[src/rtl/calc_pkg.sv]
// Shared opcodes, sequencer state encoding and divide-by-zero helper for the calc sequencer slice.
package calc_pkg;

    localparam logic [1:0] OP_ADD = 2'b00;
    localparam logic [1:0] OP_SUB = 2'b01;
    localparam logic [1:0] OP_MUL = 2'b10;
    localparam logic [1:0] OP_DIV = 2'b11;

    typedef enum logic [1:0] {
        ST_IDLE  = 2'd0,
        ST_ISSUE = 2'd1,
        ST_RESP  = 2'd2
    } state_t;

    function automatic logic is_div_zero(input logic [1:0] op, input logic b_is_zero);
        return (op == OP_DIV) && b_is_zero;
    endfunction

endpackage

[src/rtl/calc_rr_sequencer_arb.sv]
// rr_arbiter2: combinational 2-way round-robin grant; a lone requester always wins, ties go to !last_grant.
module rr_arbiter2 (
    input  logic [1:0] valids,
    input  logic       last_grant,
    output logic [1:0] grant,
    output logic       grant_id,
    output logic       grant_any
);

    always_comb begin
        grant    = 2'b00;
        grant_id = 1'b0;
        case (valids)
            2'b01: begin
                grant    = 2'b01;
                grant_id = 1'b0;
            end
            2'b10: begin
                grant    = 2'b10;
                grant_id = 1'b1;
            end
            2'b11: begin
                grant_id = ~last_grant;
                grant    = last_grant ? 2'b01 : 2'b10;
            end
            default: begin
                grant    = 2'b00;
                grant_id = 1'b0;
            end
        endcase
    end

    assign grant_any = |valids;

endmodule

[src/rtl/calc_rr_sequencer.sv]
// calc_rr_sequencer: round-robin shares one calculator between two requesters; rsp_valid 2 clocks after accept, held while rsp_ready=0.
// Optional macro CALC_SEQ_STATS_EN adds 16-bit stat_ops / stat_errs response-handshake counters.
module calc_rr_sequencer
    import calc_pkg::*;
#(
    parameter int N = 8
) (
    input  logic           clk,
    input  logic           rst,
    input  logic           req0_valid,
    output logic           req0_ready,
    input  logic [N-1:0]   req0_a,
    input  logic [N-1:0]   req0_b,
    input  logic [1:0]     req0_op,
    input  logic           req1_valid,
    output logic           req1_ready,
    input  logic [N-1:0]   req1_a,
    input  logic [N-1:0]   req1_b,
    input  logic [1:0]     req1_op,
    output logic           rsp_valid,
    input  logic           rsp_ready,
    output logic           rsp_id,
    output logic [2*N-1:0] rsp_result,
    output logic           rsp_cout,
    output logic           rsp_err,
    output logic [N-1:0]   calc_a,
    output logic [N-1:0]   calc_b,
    output logic [1:0]     calc_op,
    input  logic [2*N-1:0] calc_result,
    input  logic           calc_cout
`ifdef CALC_SEQ_STATS_EN
    ,
    output logic [15:0]    stat_ops,
    output logic [15:0]    stat_errs
`endif
);

    state_t     state;
    logic       last_grant;
    logic [1:0] grant;
    logic       grant_id;
    logic       grant_any;
    logic       in_idle;
    logic       div_zero;

    rr_arbiter2 u_arb (
        .valids     ({req1_valid, req0_valid}),
        .last_grant (last_grant),
        .grant      (grant),
        .grant_id   (grant_id),
        .grant_any  (grant_any)
    );

    // Readies are masked by rst so every output reads 0 while reset is held
    assign in_idle    = (state == ST_IDLE) && !rst;
    assign req0_ready = in_idle && grant[0];
    assign req1_ready = in_idle && grant[1];

    assign div_zero = is_div_zero(calc_op, calc_b == '0);

    always_ff @(posedge clk or posedge rst) begin
        if (rst) begin
            state      <= ST_IDLE;
            last_grant <= 1'b1;
            calc_a     <= '0;
            calc_b     <= '0;
            calc_op    <= OP_ADD;
            rsp_valid  <= 1'b0;
            rsp_id     <= 1'b0;
            rsp_result <= '0;
            rsp_cout   <= 1'b0;
            rsp_err    <= 1'b0;
        end else begin
            case (state)
                ST_IDLE: begin
                    if (grant_any) begin
                        calc_a     <= grant_id ? req1_a  : req0_a;
                        calc_b     <= grant_id ? req1_b  : req0_b;
                        calc_op    <= grant_id ? req1_op : req0_op;
                        rsp_id     <= grant_id;
                        last_grant <= grant_id;
                        state      <= ST_ISSUE;
                    end
                end
                ST_ISSUE: begin
                    // Divide-by-zero never trusts the datapath output
                    if (div_zero) begin
                        rsp_result <= '1;
                        rsp_cout   <= 1'b0;
                        rsp_err    <= 1'b1;
                    end else begin
                        rsp_result <= calc_result;
                        rsp_cout   <= calc_cout;
                        rsp_err    <= 1'b0;
                    end
                    rsp_valid <= 1'b1;
                    state     <= ST_RESP;
                end
                ST_RESP: begin
                    if (rsp_ready) begin
                        rsp_valid <= 1'b0;
                        rsp_err   <= 1'b0;
                        state     <= ST_IDLE;
                    end
                end
                default: begin
                    state <= ST_IDLE;
                end
            endcase
        end
    end

`ifdef CALC_SEQ_STATS_EN
    always_ff @(posedge clk or posedge rst) begin
        if (rst) begin
            stat_ops  <= 16'd0;
            stat_errs <= 16'd0;
        end else if (rsp_valid && rsp_ready) begin
            stat_ops <= stat_ops + 16'd1;
            if (rsp_err) begin
                stat_errs <= stat_errs + 16'd1;
            end
        end
    end
`endif

endmodule

[config.mk]
export PLATFORM = sky130hd
export DESIGN_NAME = calc_rr_sequencer
export DESIGN_NICKNAME = d
export VERILOG_FILES = /design/src/rtl/calc_pkg.sv /design/src/rtl/calc_rr_sequencer_arb.sv /design/src/rtl/calc_rr_sequencer.sv
export SDC_FILE = /design/constraint.sdc
export NUM_CORES = 1
export LEC_CHECK = 0
export BUFFER_PORTS_ARGS = -buffer_cell sky130_fd_sc_hd__clkbuf_2
export CAP_MARGIN = 20
export CORE_ASPECT_RATIO = 0.8
export CORE_MARGIN = 2
export CORE_UTILIZATION = 44
export CTS_CLUSTER_DIAMETER = 60
export DETAILED_ROUTE_END_ITERATION = 7
export GPL_TIMING_DRIVEN = 0
export PLACE_DENSITY = 0.85
export RECOVER_POWER = 25
export SYNTH_ARGS = -nofsm -noshare
export SYNTH_HDL_FRONTEND = slang
export SYNTH_HIERARCHICAL = 1
export SYNTH_SLANG_ARGS = --single-unit
[constraint.sdc]
create_clock -name clk -period 1.6 [get_ports clk]
set_input_delay 0.16 -clock clk [delete_from_list [all_inputs] [get_ports clk]]
set_output_delay 0.16 -clock clk [all_outputs]
set_load 0.02 [all_outputs]
==> results.md, run 1 <==
* DRC Markers at 0
* Outcome: finished, violations left
* #FFs+latches synth at between 40 and 50
* Clk_lat worst skew at around 290 ps
* Layout cell share with drive strength beyond 1 at just over 40%
* CTS Hold Buffers Added at 0
* Final Hold Vio Count at 0
* Global route overflow at 0
* Post-synthesis sequential area ratio at a little under three fifths
* Max-slew violations at 42
* Final instance area at about 2500 um2
* Core area at between 4000 and 5000 um2
* Syn avg cell area at between 10 and 15 um2
* Num CTS Buffers at 5
* Worst slew pin tran at approximately 1500 ps
* Post-CTS sizing at 0
* Via Count at around 1700
* Fillers at roughly 380
* Mapped Area at between 1500 and 2000 um2
* RSZ-0062 raised after global routing: false
* Pwr Density at about 2000 nW/um2
* Worst vdd ir at roughly 0.9 mV
* Root Driver: clkbuf_8
* Die area at 4740 um2
* Htree depth at 2
* Largest family of logic cells by synthesized area: simple AND/OR/NAND/NOR gates
* MaxCap Viol Count at 1
* Comb pwr share at 48.6%
* Synth unique cells at 26
* Avg WL per Cell at roughly 12 um
* Failing checks: capacitance limit, slew limit
* Initial antenna violation count at 0
* Post-synthesis mux area share at around 11%
* Final WL at 4.19 mm
* R2R Setup Slk at between 150 and 200 ps
* # diodes at 0
* Row count at 21
* Ys flop type: dfrtp_1
* GPL Wtd Cong at 0.764
* DP HPWL at 3.12 mm
* Highest-count cells in the layout ignoring fill and taps: clkbuf_2 (96), dfrtp_1 (40), nand2_1 (34)
* Clock Skew at ~5.6 ps
* Fin crit period at approximately 1500 ps
* CTS tree: yes
* Port bufs at between 90 and 100
* Clock Power Share at ~13%
* First-pass GRT wire length at roughly 6.9 mm
* Chip width at roughly 76 um
* Commonest non-fill, non-tap cell in the layout: clkbuf_2
* Startpoint types: flop
* Setup Fix Bufs, Post-CTS at 0
* CP max FO at 4
* Global-route usage over all layers at around a fifth
* Critical Path Sink Type: primary output
* Synth Area in XOR/XNOR at 0%
* Post-DRT Antenna Nets at 0
* Leakage at between 0.001 and 0.0015 uW
* Internal Pwr Total at between 2000 and 3000 uW
* Synth area leader: dfrtp_1
* CP Class: reg2out
* Post-synth EDFFs at 0
* Part of the power in registers at between 30% and 40%
* Iteration-0 DRC Markers at 72
* Gate Count Post-Synth at 182
* Via density at approximately 4.8
* WP data required at roughly 1400 ps
* Final period util at a little over 90%
* Share of the synthesized area in the top cell type at around 54%
* Post-Synth Simple-Gate Area at around 22%
* Synth warn at 6
* Setup TNS Final at 0 ps
* Num ports at between 90 and 100
* Router iterations before antenna repair at 4
* Slew margin rel. at -0.160%
* Dominant cells by area after synthesis: dfrtp_1 (54%), mux2i_1 (9.7%), nand2_1 (6.9%), a21oi_1 (5.1%), nand3_1 (4.6%)
* CTS Sinks at a little over 40
* Die height at about 62 um
* Vias in the first global route at approximately 1500
* P_sw at between 2000 and 2500 uW
* Syn_nets at 240
* Starting Density at 45.1%
* Final setup viols at 0
* Sw frac at between 40% and 50%
* Compound-Gate Fraction of Synth Area at under 10%
* Fmax at roughly 680 MHz
* Area Overhead vs Synth at 34.4%
* Clock-pin slew on the worst setup and hold paths at around 70 ps
* Adder-Cell Fraction of Synth Area at 0%
* Max clock buf depth at 2
* Largest net degree at the start of global routing at 42
* CP Data Arrival Time at 1320 ps
* Hold WC Path Type: in2reg
* Final #Nets at 344
* FFs w/ async S/R, synth at 100%
* Placed cell areas at about 2400 um2
[kinds of logic after synthesis]
group,Yosys count
buf+inv,13
flops,41
compound gates,26
simple gates,82
mux,20
[stage by stage]
stage | setup WS, ps | util (%) | hold WS, ps | power (uW) | cells
2_1_floorplan | 315 | - | 267 | 3520 | 182
3_3_place_gp | -83.4 | 58.7 | 367 | 4280 | 336
3_5_place_dp | 194 | 58.7 | 375 | 4360 | 336
4_1_cts | 115 | 60.7 | 65.3 | 5010 | 344
5_1_grt | 33.1 | 60.6 | 84.2 | 5340 | 344
6_report | 122 | 60.6 | 84.8 | 4940 | 344
[critical path, stage by stage (launching register included)]
cell      delay [ps]
dfstp_2          550
inv_1             40
a21boi_1         130
and2_1           130
clkbuf_2         170
[power by group through the flow]
| stage | clock network, uW | registers (uW) | logic, uW |
|---|---|---|---|
| finish | 635 | 1910 | 2400 |
| global route | 702 | 1980 | 2660 |
| CTS | 661 | 1910 | 2440 |
| detailed placement | 0 | 1930 | 2440 |
| global placement | 0 | 1900 | 2380 |
| floorplan | 0 | 2460 | 1050 |
[cell type report]
cell class              count  area [um2]  share of cell area [%]
plain buffers              11        66.3                    2.67
inverters                   2        7.51                   0.302
clock buffers               8        80.1                    3.22
flip-flops and latches     41        1030                    41.3
repair buffers             97         484                    19.5
multi-input cells         128         748                    30.1
well taps                  57        71.3                    2.87
[state kept, by name (all words and copies together) (netlist names)]
name / flops
calc_a: 8
calc_b: 8
calc_op: 2
last_grant: 1
rsp_cout: 1
rsp_err: 1
rsp_id: 1
rsp_result: 16
rsp_valid: 1
state: 2
[layer usage]
layer | global-route usage, % | routed length, um | vias to the layer above
met2 | 32.7 | 1950 | 61
li1 | - | - | 818
met4 | 7.79 | 56 | 0
met1 | 23.6 | 1930 | 777
met5 | 0 | 0 | -
met3 | 4.62 | 261 | 8
[path summary, 6_finish.rpt]
path,startpoint,endpoint,cells after the start
worst max-delay path,last_grant,req0_ready,4
worst min-delay path,rsp_ready,state[1],2
worst max register to register,state[0],rsp_id,3
worst min register to register,rsp_result[12],rsp_result[12],2
max in group asynchronous,rst,rsp_valid,2
min in group asynchronous,rst,calc_a[1],2
[cell usage after synthesis, drive strengths merged, types with 2 or more instances]
cell type / instances
mux2i: 18
mux2: 2
o21ai: 2
nand3: 17
a21oi: 19
nand2b: 2
a21boi: 4
nor2: 19
and2: 2
inv: 2
dfrtp: 40
buf: 11
nand2: 34
No activity file was read; power rests on OpenSTA's default activity.
==> run 2: changes to the inputs <==
--- a/config.mk
+++ b/config.mk
@@ -14,4 +14,5 @@
 export DETAILED_ROUTE_END_ITERATION = 7
 export GPL_TIMING_DRIVEN = 0
+export MAX_ROUTING_LAYER = met4
 export PLACE_DENSITY = 0.85
 export RECOVER_POWER = 25
==> constraint.sdc (replaced) <==
create_clock -name clk -period 1.6 [get_ports clk]
set_input_delay 0.24 -clock clk [delete_from_list [all_inputs] [get_ports clk]]
set_output_delay 0.24 -clock clk [all_outputs]
set_load 0.02 [all_outputs]
==> run 2 against run 1 <==
Against the previous run: the run now ends clean; utilization up 0.18 points; non-clock buffer count is the same; critical path depth unchanged; power increased by 0.21%; global-route usage is 0.64 points higher; worst setup slack lost 25 ps; largest cell class unchanged; combinational power about the same; count of clock-buffer cells in the layout is the same; register-to-register slack about the same.
==> results.md, run 2 (synthesized netlist as in run 1, its figures left out) <==
* Vias in the first global route at between 1500 and 2000
* Worst slew pin tran at roughly 820 ps
* Iteration-0 DRC Markers at between 50 and 60
* Commonest non-fill, non-tap cell in the layout: clkbuf_2
* Most flops, register: rsp_result
* Worst vdd ir at 0.916 mV
* Clock-pin slew on the worst setup and hold paths at 70 ps
* WP data required at roughly 1400 ps
* CTS tree: yes
* Leakage at roughly 0.0013 uW
* Clock Skew at about 5.5 ps
* Final WL at ~4.2 mm
* Comb pwr share at 48.6%
* Fin crit period at approximately 1500 ps
* Worst Path Buf+Inv at 2
* Area Overhead vs Synth at 34.8%
* DP HPWL at about 3.1 mm
* Hold WS at around 130 ps
* Root Driver: clkbuf_8
* Hold WC Path Type: in2async
* Fillers at roughly 380
* Initial antenna violation count at 0
* Slew margin rel. at approximately 45%
* CP Data Arrival Time at approximately 1300 ps
* R2R Setup Slk at around 180 ps
* Core area at 4100 um2
* CP Class: reg2out
* Part of the power in registers at about two fifths
* Final setup viols at 0
* Outcome: complete, no violations
* Port bufs at 97
* Sw frac at around 44%
* Die height at a little over 60 um
* Largest net degree at the start of global routing at 42
* RSZ-0062 raised after global routing: false
* Clock Power Share at between 10% and 20%
* Pwr Density at just under 2000 nW/um2
* Via density at around 4.8
* Chip width at 76.5 um
* Num CTS Buffers at 5
* Max clock buf depth at 2
* CP peak stage delay at around 560 ps
* Final Hold Vio Count at 0
* Router iterations before antenna repair at 4
* Starting Density at between 40 and 50%
* Final #Nets at between 300 and 400
* Crit path cell chain: inv_1 > a21boi_1 > and2_1 > buf_4
* CP max FO at 4
* Max-slew violations at 0
* Regs by FF count: rsp_result: 16 flops, calc_a: 8 flops, calc_b: 8 flops
* Highest-count cells in the layout ignoring fill and taps: clkbuf_2 (95), dfrtp_1 (40), nand2_1 (34)
* Htree depth at 2
* Final period util at 93.9%
* Die area at around 4700 um2
* Num ports at 98
* DRC Markers at 0
* Global route overflow at 0
* CTS Hold Buffers Added at 0
* First-pass GRT wire length at approximately 7 mm
* CTS Sinks at a little over 40
* Area occupied by multi-input gates at 753 um2
* Via Count at 1665
* Cell family with most CP delay: flip-flops
* Internal Pwr Total at 2760 uW
* Startpoint types: flop
* Avg WL per Cell at about 12 um
* Register Area at ~1000 um2
* Row count at 21
* Layout cell share with drive strength beyond 1 at ~42%
* Clk_lat worst skew at approximately 290 ps
* Setup Fix Bufs, Post-CTS at 0
* Global-route usage over all layers at between 10% and 20%
* GPL Wtd Cong at 0.774
* P_sw at about 2200 uW
* Slowest-stage cell, CP: dfstp_2
* Critical Path Sink Type: primary output
* Max reg flops at 16
* MaxCap Viol Count at 0
* Tot Pwr at between 4000 and 5000 uW
* # diodes at 0
* Post-DRT Antenna Nets at 0
* Fmax at around 670 MHz
## run 2: cell types whose count changed in the layout (fill, tap and decap cells not counted)
| cell | change |
|---|---|
| inv_2 | +1 |
| inv_1 | -1 |
| clkbuf_2 | -1 |
| buf_4 | +1 |
| nor3_2 | +1 |
| nor3_1 | -1 |
## run 2: timing repair
| action | 4_1_cts | 5_1_grt |
|---|---|---|
| endpoints found under the hold margin | 0 | 0 |
| resized for setup | 0 | 3 |
| setup endpoints to repair | 0 | 2 |
## run 2: metrics by stage
step	std cells	TNS, ps	worst slack [ps]	instance area (um2)	util (%)
5_1_grt	344	0	13.4	2490	60.8
3_5_place_dp	336	0	194	2410	58.7
6_report	344	0	97.3	2490	60.8
3_3_place_gp	336	-6490	-163	2410	58.7
4_1_cts	344	0	34.6	2490	60.7
2_1_floorplan	182	0	315	1850	-
## run 2: layer usage
layer,track usage (%),routed length [um],vias up
met2,32.7,1950,62
li1,-,-,818
met1,23.6,1910,777
met4,7.79,56,0
met5,-,0,-
met3,4.62,259,8
## run 2: power groups by stage
stage	clock, uW	sequential (uW)	combinational [uW]
after global placement	0	1900	2380
after floorplan	0	2460	1050
after global routing	702	1980	2660
after CTS	661	1910	2440
final	635	1910	2410
after detailed placement	0	1930	2440
## run 2: worst paths after layout
| check | endpoint | start | cells past startpoint |
|---|---|---|---|
| max in group asynchronous | rsp_valid | rst | 2 |
| min in group clk | state[1] | rsp_ready | 2 |
| worst max-delay path | req0_ready | last_grant | 4 |
| worst min-delay path | calc_a[3] | rst | 2 |
| worst max register to register | rsp_id | state[0] | 3 |
| worst min register to register | rsp_result[12] | rsp_result[12] | 2 |
## run 2: cell type report
cell class | instances | share of cell area, %
timing repair buffer | 97 | 19.5
tap | 57 | 2.86
sequential | 41 | 41.2
buffer | 11 | 2.66
multi-input combinational | 128 | 30.2
clock buffer | 8 | 3.21
inverter | 2 | 0.301
==> run 3: changes to the inputs <==
CORE_ASPECT_RATIO = 1.5   (was 0.8)
CORE_UTILIZATION = 45   (was 44)
GPL_ROUTABILITY_DRIVEN = 0   (was default)
PLACE_DENSITY = 0.86   (was 0.85)
clock period = 1.9 ns   (was 1.6 ns; I/O delays follow)
==> run 3 against run 2 <==
Against the previous run: the flow now finishes with violations (capacitance limit); utilization rose by 1.8 points; critical path depth did not move; die area fell by 1.9%; via count fell by 1.7%; hold slack improved by 74 ps; count of clock-buffer cells in the layout did not move; sequential power fell by 16%; critical path type unchanged; critical endpoint unchanged; largest cell class unchanged.
==> results.md, run 3 (synthesized netlist as in run 1, its figures left out) <==
* Outcome: finished, violations left
* Failing checks: capacitance limit
* Slowest-stage cell, CP: dfstp_2
* Placed cell areas at roughly 2400 um2
* Min-delay src: calc_result[2]
* Regs by FF count: rsp_result: 16 flops, calc_a: 8 flops, calc_b: 8 flops
* Port bufs at 97
* Final Util at between 60% and 70%
* Global route overflow at 0
* Largest net degree at the start of global routing at 42
* Crit path cell chain: inv_1 > a21boi_1 > and2_1 > clkbuf_2
* Htree depth at 2
* Clk_lat worst skew at approximately 290 ps
* Chip width at approximately 56 um
* CTS Hold Buffers Added at 0
* Via density at about 4.9
* CP Data Arrival Time at ~1300 ps
* DRC Markers at 0
* RSZ-0062 raised after global routing: false
* Global-route usage over all layers at roughly a fifth
* Commonest non-fill, non-tap cell in the layout: clkbuf_2
* Clock Skew at ~5.3 ps
* Most flops, register: rsp_result
* Root Driver: clkbuf_8
* Max reg flops at 16
* Leakage at ~0.0013 uW
* DP HPWL at between 3 and 4 mm
* WP data required at about 1600 ps
* CP max FO at 4
* Router iterations before antenna repair at 4
* Startpoint types: flop
* Pwr Density at around 1700 nW/um2
* Avg WL per Cell at 12.6 um
* Hold Path Cell Cnt at 3
* Comb pwr share at 48.1%
* Via Count at between 1500 and 2000
* MaxCap Viol Count at 1
* Hold Path Sink: rsp_result[2]
* Internal Pwr Total at 2360 uW
* Highest-count cells in the layout ignoring fill and taps: clkbuf_2 (96), dfrtp_1 (40), nand2_1 (34)
* Final setup viols at 0
* Row count at 28
* CTS Sinks at 41
* Final WL at 4.19 mm
* Final #Nets at roughly 340
* Starting Density at between 40% and 50%
* Post-DRT Antenna Nets at 0
* Fmax at around 620 MHz
* R2R Setup Slk at 510 ps
* Worst vdd ir at roughly 1.0 mV
* Part of the power in registers at a little under two fifths
* Setup Fix Bufs, Post-CTS at 0
* First-pass GRT wire length at around 6.6 mm
* CP peak stage delay at between 500 and 600 ps
* Critical Path Sink Type: primary output
* Sw frac at ~44%
* Final Hold Vio Count at 0
* Max-slew violations at 0
* Area Overhead vs Synth at 34.1%
* Hold WC Path Type: in2reg
* Num ports at just under 100
* # diodes at 0
* Max clock buf depth at 2
* CTS tree: yes
* Final period util at 84.4%
* Setup TNS Final at 0 ps
* CP Class: reg2out
* Vias in the first global route at roughly 1500
* Clock Power Share at 13.6%
* Layout cell share with drive strength beyond 1 at a little over two fifths
* Core area at a little under 4000 um2
* Clock-pin slew on the worst setup and hold paths at 70 ps
* Num CTS Buffers at 5
* Fin crit period at about 1600 ps
* Reg-to-Reg End: rsp_id
* Worst r2r src: state[0]
* Crit path launch: last_grant
* Die height at just over 80 um
* Worst slew pin tran at 1490 ps
* Iteration-0 DRC Markers at 44
* Slew margin rel. at 0.305%
* P_sw at 1820 uW
* R2R depth at 3
* Final instance area at 2480 um2
* Die area at about 4600 um2
* Initial antenna violation count at 0
* Post-CTS sizing at 0
## run 3: worst max path at each step
| stage | end | cells after the start | slack [ps] |
|---|---|---|---|
| 2_1_floorplan | rsp_result[0] | 4 | 620 |
| 3_3_place_gp | calc_a[2] | 2 | 140 |
| 3_5_place_dp | rsp_id | 5 | 460 |
| 4_1_cts | req1_ready | 3 | 270 |
| 5_1_grt | req1_ready | 3 | 210 |
| 6_report | req0_ready | 4 | 300 |
## run 3: worst max-delay path, delay by kind of cell, from the launching register on
kind	cells	cell delay, ps
compound gates	1	140
simple gates	1	130
buf+inv	2	210
flops	1	550
## run 3: per-stage QoR
step,worst slack [ps],hold slack [ps],cells,total power [uW]
finish,297,209,332,4180
global route,208,208,332,4490
CTS,271,178,332,4250
detailed placement,464,482,324,3670
global placement,143,472,324,3600
floorplan,615,392,182,2960
## run 3: layer usage
layer	up-vias	share of wire [%]	track usage (%)
met3	4	5.5	4.36
met5	-	0	-
met4	0	1.1	7.86
met2	57	55	35.8
met1	761	39	19.5
li1	815	-	-
## run 3: area by class of cell
cell class / count / area [um2]
inverters: 2 / 7.51
flip-flops and latches: 41 / 1030
clock buffers: 8 / 90.1
plain buffers: 11 / 66.3
fillers: 367 / 1480
multi-input cells: 128 / 748
well taps: 45 / 56.3
repair buffers: 97 / 484
## run 3: power groups by stage
stage	Sequential [uW]	Clock (uW)	Combinational, uW
2_1_floorplan	2070	0	887
3_3_place_gp	1600	0	2000
3_5_place_dp	1630	0	2050
4_1_cts	1610	590	2050
5_1_grt	1660	624	2210
6_report	1600	568	2010
